==> src/rtl/mips_pkg.sv <==
// Shared MIPS pipeline constants and the control bundle carried from ID through EX/MEM.
package mips_pkg;

  localparam int DATA_W  = 32;
  localparam int ALUOP_W = 4;

  localparam logic [4:0] REG_ZERO = 5'd0;

  typedef struct packed {
    logic               reg_write;
    logic               mem_read;
    logic               mem_write;
    logic               mem_to_reg;
    logic               alu_src;
    logic [ALUOP_W-1:0] alu_op;
  } ctrl_t;

endpackage

==> src/rtl/id_ex_stage_reg_load_use.sv <==
// Load-use hazard detect: a load in EX whose destination is a source of the ID instruction.
module load_use_detect
  import mips_pkg::*;
(
  input  logic       i_mem_read_ex,
  input  logic       i_valid_ex,
  input  logic [4:0] i_rt_ex,
  input  logic       i_valid_id,
  input  logic [4:0] i_rs_id,
  input  logic [4:0] i_rt_id,
  output logic       o_lu
);

  logic w_src_match;

  assign w_src_match = (i_rt_ex == i_rs_id) | (i_rt_ex == i_rt_id);

  // A load targeting $zero never produces a value worth waiting for.
  assign o_lu = i_mem_read_ex & i_valid_ex & (i_rt_ex != REG_ZERO) &
                i_valid_id & w_src_match;

endmodule

==> src/rtl/id_ex_stage_reg.sv <==
// ID/EX pipeline register with load-use bubble insertion, flush and external hold.
// Optional macro HAZARD_STATS_EN adds a saturating load-use bubble counter (bubble_cnt).
module id_ex_stage_reg #(
  parameter int DATA_W  = mips_pkg::DATA_W,
  parameter int ALUOP_W = mips_pkg::ALUOP_W
) (
  input  logic               clk,
  input  logic               rst_n,
  input  logic               hold,
  input  logic               flush,
  input  logic               valid_id,
  input  logic [4:0]         rs_id,
  input  logic [4:0]         rt_id,
  input  logic [4:0]         rd_id,
  input  logic [DATA_W-1:0]  rdata1_id,
  input  logic [DATA_W-1:0]  rdata2_id,
  input  logic [DATA_W-1:0]  imm_id,
  input  logic [DATA_W-1:0]  pc4_id,
  input  logic               regWrite_id,
  input  logic               memRead_id,
  input  logic               memWrite_id,
  input  logic               memToReg_id,
  input  logic               regDst_id,
  input  logic               aluSrc_id,
  input  logic [ALUOP_W-1:0] aluOp_id,
  output logic               valid_ex,
  output logic [4:0]         rs_ex,
  output logic [4:0]         rt_ex,
  output logic [4:0]         write_reg_ex,
  output logic [DATA_W-1:0]  rdata1_ex,
  output logic [DATA_W-1:0]  rdata2_ex,
  output logic [DATA_W-1:0]  imm_ex,
  output logic [DATA_W-1:0]  pc4_ex,
  output logic               regWrite_ex,
  output logic               memRead_ex,
  output logic               memWrite_ex,
  output logic               memToReg_ex,
  output logic               aluSrc_ex,
  output logic [ALUOP_W-1:0] aluOp_ex,
`ifdef HAZARD_STATS_EN
  output logic [15:0]        bubble_cnt,
`endif
  output logic               pc_write,
  output logic               ifid_write
);

  import mips_pkg::*;

  logic              r_valid;
  logic [4:0]        r_rs;
  logic [4:0]        r_rt;
  logic [4:0]        r_wr;
  logic [DATA_W-1:0] r_rdata1;
  logic [DATA_W-1:0] r_rdata2;
  logic [DATA_W-1:0] r_imm;
  logic [DATA_W-1:0] r_pc4;
  ctrl_t             r_ctrl;

  logic  w_lu;
  logic  w_bubble;
  ctrl_t w_ctrl_next;

  load_use_detect u_load_use_detect (
    .i_mem_read_ex (r_ctrl.mem_read),
    .i_valid_ex    (r_valid),
    .i_rt_ex       (r_rt),
    .i_valid_id    (valid_id),
    .i_rs_id       (rs_id),
    .i_rt_id       (rt_id),
    .o_lu          (w_lu)
  );

  assign w_bubble = flush | w_lu;

  // Bubbles only need the side-effecting bits cleared; the rest load from ID.
  always_comb begin
    w_ctrl_next            = '0;
    w_ctrl_next.reg_write  = regWrite_id & valid_id & ~w_bubble;
    w_ctrl_next.mem_read   = memRead_id  & valid_id & ~w_bubble;
    w_ctrl_next.mem_write  = memWrite_id & valid_id & ~w_bubble;
    w_ctrl_next.mem_to_reg = memToReg_id & valid_id;
    w_ctrl_next.alu_src    = aluSrc_id   & valid_id;
    w_ctrl_next.alu_op     = valid_id ? aluOp_id : '0;
  end

  always_ff @(posedge clk) begin
    if (!rst_n) begin
      r_valid  <= 1'b0;
      r_rs     <= '0;
      r_rt     <= '0;
      r_wr     <= '0;
      r_rdata1 <= '0;
      r_rdata2 <= '0;
      r_imm    <= '0;
      r_pc4    <= '0;
      r_ctrl   <= '0;
    end else if (!hold) begin
      r_valid  <= valid_id & ~w_bubble;
      r_rs     <= rs_id;
      r_rt     <= rt_id;
      r_wr     <= regDst_id ? rd_id : rt_id;
      r_rdata1 <= rdata1_id;
      r_rdata2 <= rdata2_id;
      r_imm    <= imm_id;
      r_pc4    <= pc4_id;
      r_ctrl   <= w_ctrl_next;
    end
  end

`ifdef HAZARD_STATS_EN
  logic [15:0] r_bubble_cnt;

  // Only load-use bubbles are counted; flush-induced ones are excluded.
  always_ff @(posedge clk) begin
    if (!rst_n)
      r_bubble_cnt <= '0;
    else if (w_lu && !hold && !flush && r_bubble_cnt != 16'hFFFF)
      r_bubble_cnt <= r_bubble_cnt + 16'd1;
  end

  assign bubble_cnt = r_bubble_cnt;
`endif

  assign valid_ex     = r_valid;
  assign rs_ex        = r_rs;
  assign rt_ex        = r_rt;
  assign write_reg_ex = r_wr;
  assign rdata1_ex    = r_rdata1;
  assign rdata2_ex    = r_rdata2;
  assign imm_ex       = r_imm;
  assign pc4_ex       = r_pc4;
  assign regWrite_ex  = r_ctrl.reg_write;
  assign memRead_ex   = r_ctrl.mem_read;
  assign memWrite_ex  = r_ctrl.mem_write;
  assign memToReg_ex  = r_ctrl.mem_to_reg;
  assign aluSrc_ex    = r_ctrl.alu_src;
  assign aluOp_ex     = r_ctrl.alu_op;

  assign pc_write   = ~(w_lu | hold);
  assign ifid_write = ~(w_lu | hold);

endmodule

==> config.mk <==
export PLATFORM = sky130hd
export DESIGN_NAME = id_ex_stage_reg
export DESIGN_NICKNAME = d
export VERILOG_FILES = /design/src/rtl/mips_pkg.sv /design/src/rtl/id_ex_stage_reg_load_use.sv /design/src/rtl/id_ex_stage_reg.sv
export SDC_FILE = /design/constraint.sdc
export NUM_CORES = 1
export LEC_CHECK = 0
export CAP_MARGIN = 20
export CELL_PAD_IN_SITES_DETAIL_PLACEMENT = 1
export CELL_PAD_IN_SITES_GLOBAL_PLACEMENT = 1
export CORE_MARGIN = 3
export CORE_UTILIZATION = 32
export CTS_CLUSTER_SIZE = 40
export DETAILED_ROUTE_END_ITERATION = 8
export PLACE_DENSITY_LB_ADDON = 0.1
export SYNTH_ARGS = -nofsm -noshare
export SYNTH_HDL_FRONTEND = slang
export SYNTH_HIERARCHICAL = 1
export SYNTH_SLANG_ARGS = --single-unit
export TNS_END_PERCENT = 50
==> constraint.sdc <==
create_clock -name clk -period 3.6 [get_ports clk]
set_input_delay 0.72 -clock clk [delete_from_list [all_inputs] [get_ports clk]]
set_output_delay 0.72 -clock clk [all_outputs]
set_load 0.005 [all_outputs]
==> summary.md, run 1 <==
| Metric | Value |
|---|---|
| Post-layout util | `0.540` |
| H-Tree Depth | `4` |
| Max Fclk | `296 MHz` |
| Post-DR wirelength/cell | `18.2 µm` |
| CTS Sinks | `153` |
| Flop-to-flop setup slack | `1.74 ns` |
| Ant diodes | `0` |
| DRT Pass-1 Iters | `4` |
| Via count | `4884` |
| CP Data Required Time | `2.88 ns` |
| R2R depth | `5` |
| Pin count of the biggest net entering global routing | `112` |
| Pins Over Slew Limit | `0` |
| Die Y | `144 µm` |
| Vias in the first global route | `5300` |
| Area growth syn-to-layout | `62.6%` |
| Worst path slowest cell | `clkdlybuf4s50_1` |
| Gr usage total | `0.182` |
| Setup Buffers After CTS | `0` |
| Clock Path Buffers | `2` |
| Largest stage delay, worst path | `0.60 ns` |
| Met3 wire length | `1.83 mm` |
| Hold path depth | `2` |
| Hpwl dp | `14.6 mm` |
| RePlAce Congestion | `0.743` |
| Layout cells sized above 1 | `0.0524` |
| CORE AREA | `18300 µm²` |
| Pwr/cell area | `452 nW/µm²` |
| Initial Util | `0.332` |
| Unrepaired setup endpoints after global routing | `no` |
| Yosys warning total | `6` |
| Maxcap violations | `0` |
| Post_cts resized | `0` |
| Run status | `finished clean` |
| Max_slew headroom | `0.406` |
| Final setup TNS | `0 ns` |
| Die footprint | `20700 µm²` |
| Starting DRT DRC Count | `98` |
| Reg2reg start | `rt_ex[4]` |
| Clk_skew | `0.00632 ns` |
| CP Cell Sequence | `clkdlybuf4s50_1 -> xor2_1 -> nor3_1 -> nand3_1 -> a21oi_1 -> nor2_1 -> clkdlybuf4s50_1` |
| Syn nets | `684` |
| Drc violations | `0` |
| Lkg Pwr | `4.06 nW` |
| Num CTS Buffers | `17` |
| Minimum clock period | `3.38 ns` |
| Skew-Pair Late Insertion Delay | `0.41 ns` |
| Die X-Extent | `144 µm` |
| Pwr Total | `0.00446 W` |
| PortBufs | `312` |
| Final #Nets | `984` |
| CTS Hold Bufs | `0` |
| Final setup fails | `0` |
| CP Capture Type | `output pin` |
| Initial antenna violation count | `0` |
| First-pass GRT wire length | `29.0 mm` |
| Root Driver | `clkbuf_16` |
| Mean Syn Cell Area | `11.5 µm²` |
| Worst path buffer plus inverter count | `2` |
| Arrival time of the worst setup path | `2.66 ns` |
| Cells after Synth | `526` |
| Crit-path max FO | `5` |
| Synthesized area | `6070 µm²` |
| CP Launch Type | `input port` |
| Top-level I/O count | `313` |
| WS Path Type | `in -> out` |
| Met2 routed wirelength | `9.99 mm` |
| Hold Fails Final Rpt | `0` |
| Worst-margin pin slew | `0.892 ns` |
| Netlist cell types | `26` |
| Peak supply drop | `0.314 mV` |
| Remaining antenna violation count | `0` |
| Total gr overflow | `0` |
| #FFs+latches synth | `153` |
| Post-synthesis sequential area ratio | `0.504` |
| Sink of the worst hold path | `aluOp_ex[0]` |
| CP top delay family | `buffers and inverters` |
| CTS tree | `done` |
| Hold Crit Class | `reg -> reg` |
| CP dominant cell by count | `clkdlybuf4s50_1` |
| Wire length on met1 | `7.29 mm` |
| Hold_sp | `aluOp_ex[0]` |
| Vias per cell | `4.57` |
| Num rows | `49` |
| DR top layer | `met4` |
| Register clock-pin slew on the reported worst setup and hold paths | `0.06 ns` |
| Post-Route WL | `19.4 mm` |
| Tcrit/Tclk final | `0.940` |
| RR Endpoint | `valid_ex` |
[cells in the mapped netlist, drive strengths merged]
cell | count | area share
or4b | 1 | 0.0016
or4 | 1 | 0.0012
dfxtp | 153 | 0.50
nor3 | 2 | 0.0016
nand2b | 5 | 0.0052
xnor2 | 4 | 0.0058
buf | 19 | 0.040
mux2i | 138 | 0.23
a21boi | 7 | 0.0087
nor2 | 1 | 0.00062
o2111ai | 1 | 0.0014
nand3b | 6 | 0.0074
nand3 | 2 | 0.0016
clkbuf | 17 | 0.011
and3 | 3 | 0.0031
mux2 | 5 | 0.0093
o211a | 5 | 0.0082
a21oi | 1 | 0.00082
xor2 | 6 | 0.0087
nand2 | 7 | 0.0043
nor2b | 139 | 0.14
a41o | 3 | 0.0049
[layout make-up]
class | count | area [µm²]
Fill cell | 1921 | 8400
Sequential cell | 153 | 3060
Clock inverter | 13 | 191
Multi-Input combinational cell | 337 | 2700
Tap cell | 229 | 287
Timing Repair Buffer | 317 | 3170
Clock buffer | 19 | 453
[stage by stage]
step	setup WS, ns	cells	hold WS [ns]	cell area, µm²
after floorplan	1.38	526	0.454	6070
after global placement	0.295	1036	0.448	9230
after detailed placement	0.227	1036	0.453	9230
after CTS	0.191	1068	0.466	9870
after global routing	0.129	1068	0.488	9870
final	0.217	1068	0.464	9870
[how the worst max path moves through the flow]
stage | depth (start not counted) | start | to | slack, ns
global placement | 7 | rs_id[2] | pc_write | 0.30
global route | 7 | rt_id[0] | ifid_write | 0.13
finish | 7 | rt_id[0] | pc_write | 0.22
floorplan | 6 | rs_id[0] | pc_write | 1.38
detailed placement | 7 | rt_id[4] | ifid_write | 0.23
CTS | 7 | rt_id[0] | ifid_write | 0.19
[where the power goes]
group	internal [W]	total [W]	switching, W	leakage, nW
Combinational	0.000446	0.000674	0.000227	2.48
Clock	0.00121	0.00194	0.000731	0.318
Sequential	0.00179	0.00185	0.0000556	1.26
[cell usage in the layout, fill, tap and decap left out, types with 4 or more instances in the layout]
| master | Yosys | final |
|---|---|---|
| xor2_1 | 6 | 6 |
| clkbuf_16 | 0 | 17 |
| buf_4 | 1 | 5 |
| o211a_1 | 5 | 5 |
| nor2b_1 | 139 | 139 |
| clkinv_4 | 0 | 4 |
| nand2b_1 | 5 | 5 |
| mux2i_1 | 138 | 138 |
| mux2_2 | 5 | 5 |
| nand2_1 | 7 | 7 |
| clkdlybuf4s50_1 | 0 | 310 |
| a21boi_1 | 6 | 6 |
| bufinv_16 | 0 | 4 |
| nand3b_1 | 6 | 6 |
| xnor2_1 | 4 | 4 |
| dfxtp_1 | 153 | 153 |
[cell families after synthesis]
family	count (synthesis)	share of synthesized area
simple gates	167	0.170
flops	153	0.504
mux	143	0.237
buf+inv	36	0.0503
compound gates	17	0.0241
xor+xnor	10	0.0144
[flip-flops by register name, indices dropped and copies added, names as in the netlist, 4 cells and up]
signal,cells
aluOp_ex,4
write_reg_ex,5
imm_ex,32
pc4_ex,32
rs_ex,5
rdata2_ex,32
rt_ex,5
rdata1_ex,32
[layer usage]
| metal | vias to the layer above | global-route usage |
|---|---|---|
| met4 | 0 | 0.0624 |
| met5 | - | 0 |
| li1 | 2366 | - |
| met3 | 21 | 0.0815 |
| met2 | 201 | 0.329 |
| met1 | 2296 | 0.188 |
[worst min-delay path, delay by kind of cell (launching register included)]
kind	cells	cell delay [ns]
compound gates	1	0.05
flops	1	0.31
simple gates	1	0.06
Power figures use the tool's default switching activity.
==> inputs of run 2 (changes only) <==
--- a/config.mk
+++ b/config.mk
@@ -10,7 +10,7 @@
 export CELL_PAD_IN_SITES_GLOBAL_PLACEMENT = 1
 export CORE_MARGIN = 3
 export CORE_UTILIZATION = 32
-export CTS_CLUSTER_SIZE = 40
+export CTS_CLUSTER_SIZE = 24
 export DETAILED_ROUTE_END_ITERATION = 8
 export PLACE_DENSITY_LB_ADDON = 0.1
 export SYNTH_ARGS = -nofsm -noshare
==> results of run 2 <==
The final DEF is identical to that of run 1; final timing and power are the same.
==> inputs of run 3 (changes only) <==
--- a/config.mk
+++ b/config.mk
@@ -6,13 +6,14 @@
 export NUM_CORES = 1
 export LEC_CHECK = 0
 export CAP_MARGIN = 20
-export CELL_PAD_IN_SITES_DETAIL_PLACEMENT = 1
+export CELL_PAD_IN_SITES_DETAIL_PLACEMENT = 0
 export CELL_PAD_IN_SITES_GLOBAL_PLACEMENT = 1
 export CORE_MARGIN = 3
 export CORE_UTILIZATION = 32
 export CTS_CLUSTER_SIZE = 24
 export DETAILED_ROUTE_END_ITERATION = 8
-export PLACE_DENSITY_LB_ADDON = 0.1
+export PLACE_DENSITY = 0.88
+export SETUP_SLACK_MARGIN = 0.2
 export SYNTH_ARGS = -nofsm -noshare
 export SYNTH_HDL_FRONTEND = slang
 export SYNTH_HIERARCHICAL = 1
==> run 3 against run 2 <==
Effect of this change:
- register-to-register slack got worse by 0.06 ns
- setup slack improved by 0.085 ns
- largest power group unchanged
- global-route usage fell by 2.6 points
- clock-buffer cell count rose by 1
- worst hold slack improved by 0.00092 ns
- critical path depth did not move
- total power fell by 2.0%
- combinational power fell by 2%
- fmax rose by 2.6%
==> summary.md, run 3 (synthesized netlist as in run 1, its figures left out) <==
| Metric | Value |
|---|---|
| Maxcap violations | `0` |
| Clock Path Buffers | `2` |
| CP Data Required Time | `2.88 ns` |
| CTS Hold Bufs | `0` |
| Die footprint | `20700 µm²` |
| Clk_skew | `0.00794 ns` |
| Dpl ws | `0.240 ns` |
| H-Tree Depth | `4` |
| Gr usage total | `0.156` |
| Register clock-pin slew on the reported worst setup and hold paths | `0.07 ns` |
| Pwr/cell area | `444 nW/µm²` |
| Area growth syn-to-layout | `62.2%` |
| CP top delay family | `buffers and inverters` |
| Commonest non-fill, non-tap cell in the layout | `clkdlybuf4s50_1` |
| Die X-Extent | `144 µm` |
| Initial Util | `0.332` |
| Total gr overflow | `0` |
| Setup Buffers After CTS | `0` |
| Worst path buffer plus inverter count | `2` |
| Num CTS Buffers | `17` |
| Final setup TNS | `0 ns` |
| Layout cells sized above 1 | `0.0524` |
| Skew-Pair Late Insertion Delay | `0.41 ns` |
| Fillers | `1666` |
| Final WS setup | `0.302 ns` |
| Vias per cell | `4.41` |
| Hold slack | `0.465 ns` |
| Lkg Pwr | `4.03 nW` |
| Final #Nets | `985` |
| RePlAce Congestion | `0.757` |
| Die Y | `144 µm` |
| CORE AREA | `18300 µm²` |
| Run status | `finished clean` |
| CP dominant cell by count | `clkdlybuf4s50_1` |
| Arrival time of the worst setup path | `2.58 ns` |
| Pwr Total | `0.00437 W` |
| Drc violations | `0` |
| Hpwl dp | `12.4 mm` |
| Tcrit/Tclk final | `0.916` |
| Post_cts resized | `0` |
| Commonest cells after routing, fill and taps aside | `clkdlybuf4s50_1 (310), dfxtp_1 (153), nor2b_1 (139), mux2i_1 (138), clkbuf_16 (17)` |
| Initial antenna violation count | `0` |
| CP Cell Sequence | `clkdlybuf4s50_1 -> xor2_1 -> nor3_1 -> nand3_1 -> a21oi_1 -> nor2_2 -> clkdlybuf4s50_1` |
| DRT Pass-1 Iters | `4` |
| CP Launch Type | `input port` |
| Max_slew headroom | `0.316` |
| Root Driver | `clkbuf_16` |
| Peak supply drop | `0.304 mV` |
| Minimum clock period | `3.30 ns` |
| Max Fclk | `303 MHz` |
| Vias in the first global route | `4587` |
| Final setup fails | `0` |
| Remaining antenna violation count | `0` |
| PortBufs | `312` |
| Worst path slowest cell | `clkdlybuf4s50_1` |
| CTS tree | `done` |
| Final Non-Filler Cells | `1069` |
| Crit-path max FO | `5` |
| Inst Count DP | `1037` |
| Via count | `4711` |
| Top-level I/O count | `313` |
| First-pass GRT wire length | `25.2 mm` |
| Post-Route WL | `16.9 mm` |
| CP Capture Type | `output pin` |
| Largest stage delay, worst path | `0.46 ns` |
| Ant diodes | `0` |
| Num rows | `49` |
| Starting DRT DRC Count | `74` |
| CTS Sinks | `153` |
| Unrepaired setup endpoints after global routing | `no` |
| Hold Crit Class | `reg -> reg` |
| Worst-margin pin slew | `1.03 ns` |
| Post-DR wirelength/cell | `15.8 µm` |
| Pins Over Slew Limit | `0` |
| Pin count of the biggest net entering global routing | `89` |
| WS Path Type | `in -> out` |
| Hold Fails Final Rpt | `0` |
==> run 3: cell types whose count changed in the layout (fill, tap and decap cells not counted), moves of 2 or more <==
cell,previous run,this run
clkbuf_1,0,2
clkinv_2,2,0
clkinv_4,4,2
clkinvlp_4,0,4
==> run 3: cell type report <==
| class | instances | area [µm²] | area share |
|---|---|---|---|
| Clock buffer | 20 | 447 | 0.0453 |
| Clock inverter | 12 | 166 | 0.0169 |
| Multi-Input combinational cell | 337 | 2710 | 0.275 |
| Sequential cell | 153 | 3060 | 0.311 |
| Tap cell | 229 | 287 | 0.0291 |
| Timing Repair Buffer | 318 | 3180 | 0.323 |
==> run 3: layer usage <==
metal,wire (µm),up-vias,track usage
met5,0,-,0
met3,1620,17,0.0692
met1,7200,2124,0.190
met4,260,0,0.0505
li1,-,2372,-
met2,7850,198,0.248
==> run 3: path summary, 6_finish.rpt <==
| check | from | endpoint | slack, ns | cells past startpoint |
|---|---|---|---|---|
| hold / removal | aluOp_ex[0] | aluOp_ex[0] | 0.46 | 2 |
| setup reg to reg | rt_ex[3] | valid_ex | 1.68 | 5 |
| setup / recovery | rs_id[0] | pc_write | 0.30 | 7 |
| hold reg to reg | aluOp_ex[0] | aluOp_ex[0] | 0.46 | 2 |
==> run 3: worst min-delay path, stage by stage (launching register included) <==
cell	delay (ns)
dfxtp_1	0.31
nand2_1	0.06
a21boi_1	0.05
==> run 3: power breakdown <==
| part | leakage [nW] | internal [W] | switching (W) |
|---|---|---|---|
| clock | 0.285 | 0.00112 | 0.000743 |
| combinational | 2.48 | 0.000447 | 0.000214 |
| sequential | 1.26 | 0.00179 | 0.0000531 |
| total | 4.03 | 0.00336 | 0.00101 |
==> run 3: stage by stage <==
step	cell area [µm²]	utilization
2_1_floorplan	6070	-
3_3_place_gp	9240	0.505
3_5_place_dp	9240	0.505
4_1_cts	9850	0.539
5_1_grt	9850	0.539
6_report	9850	0.539
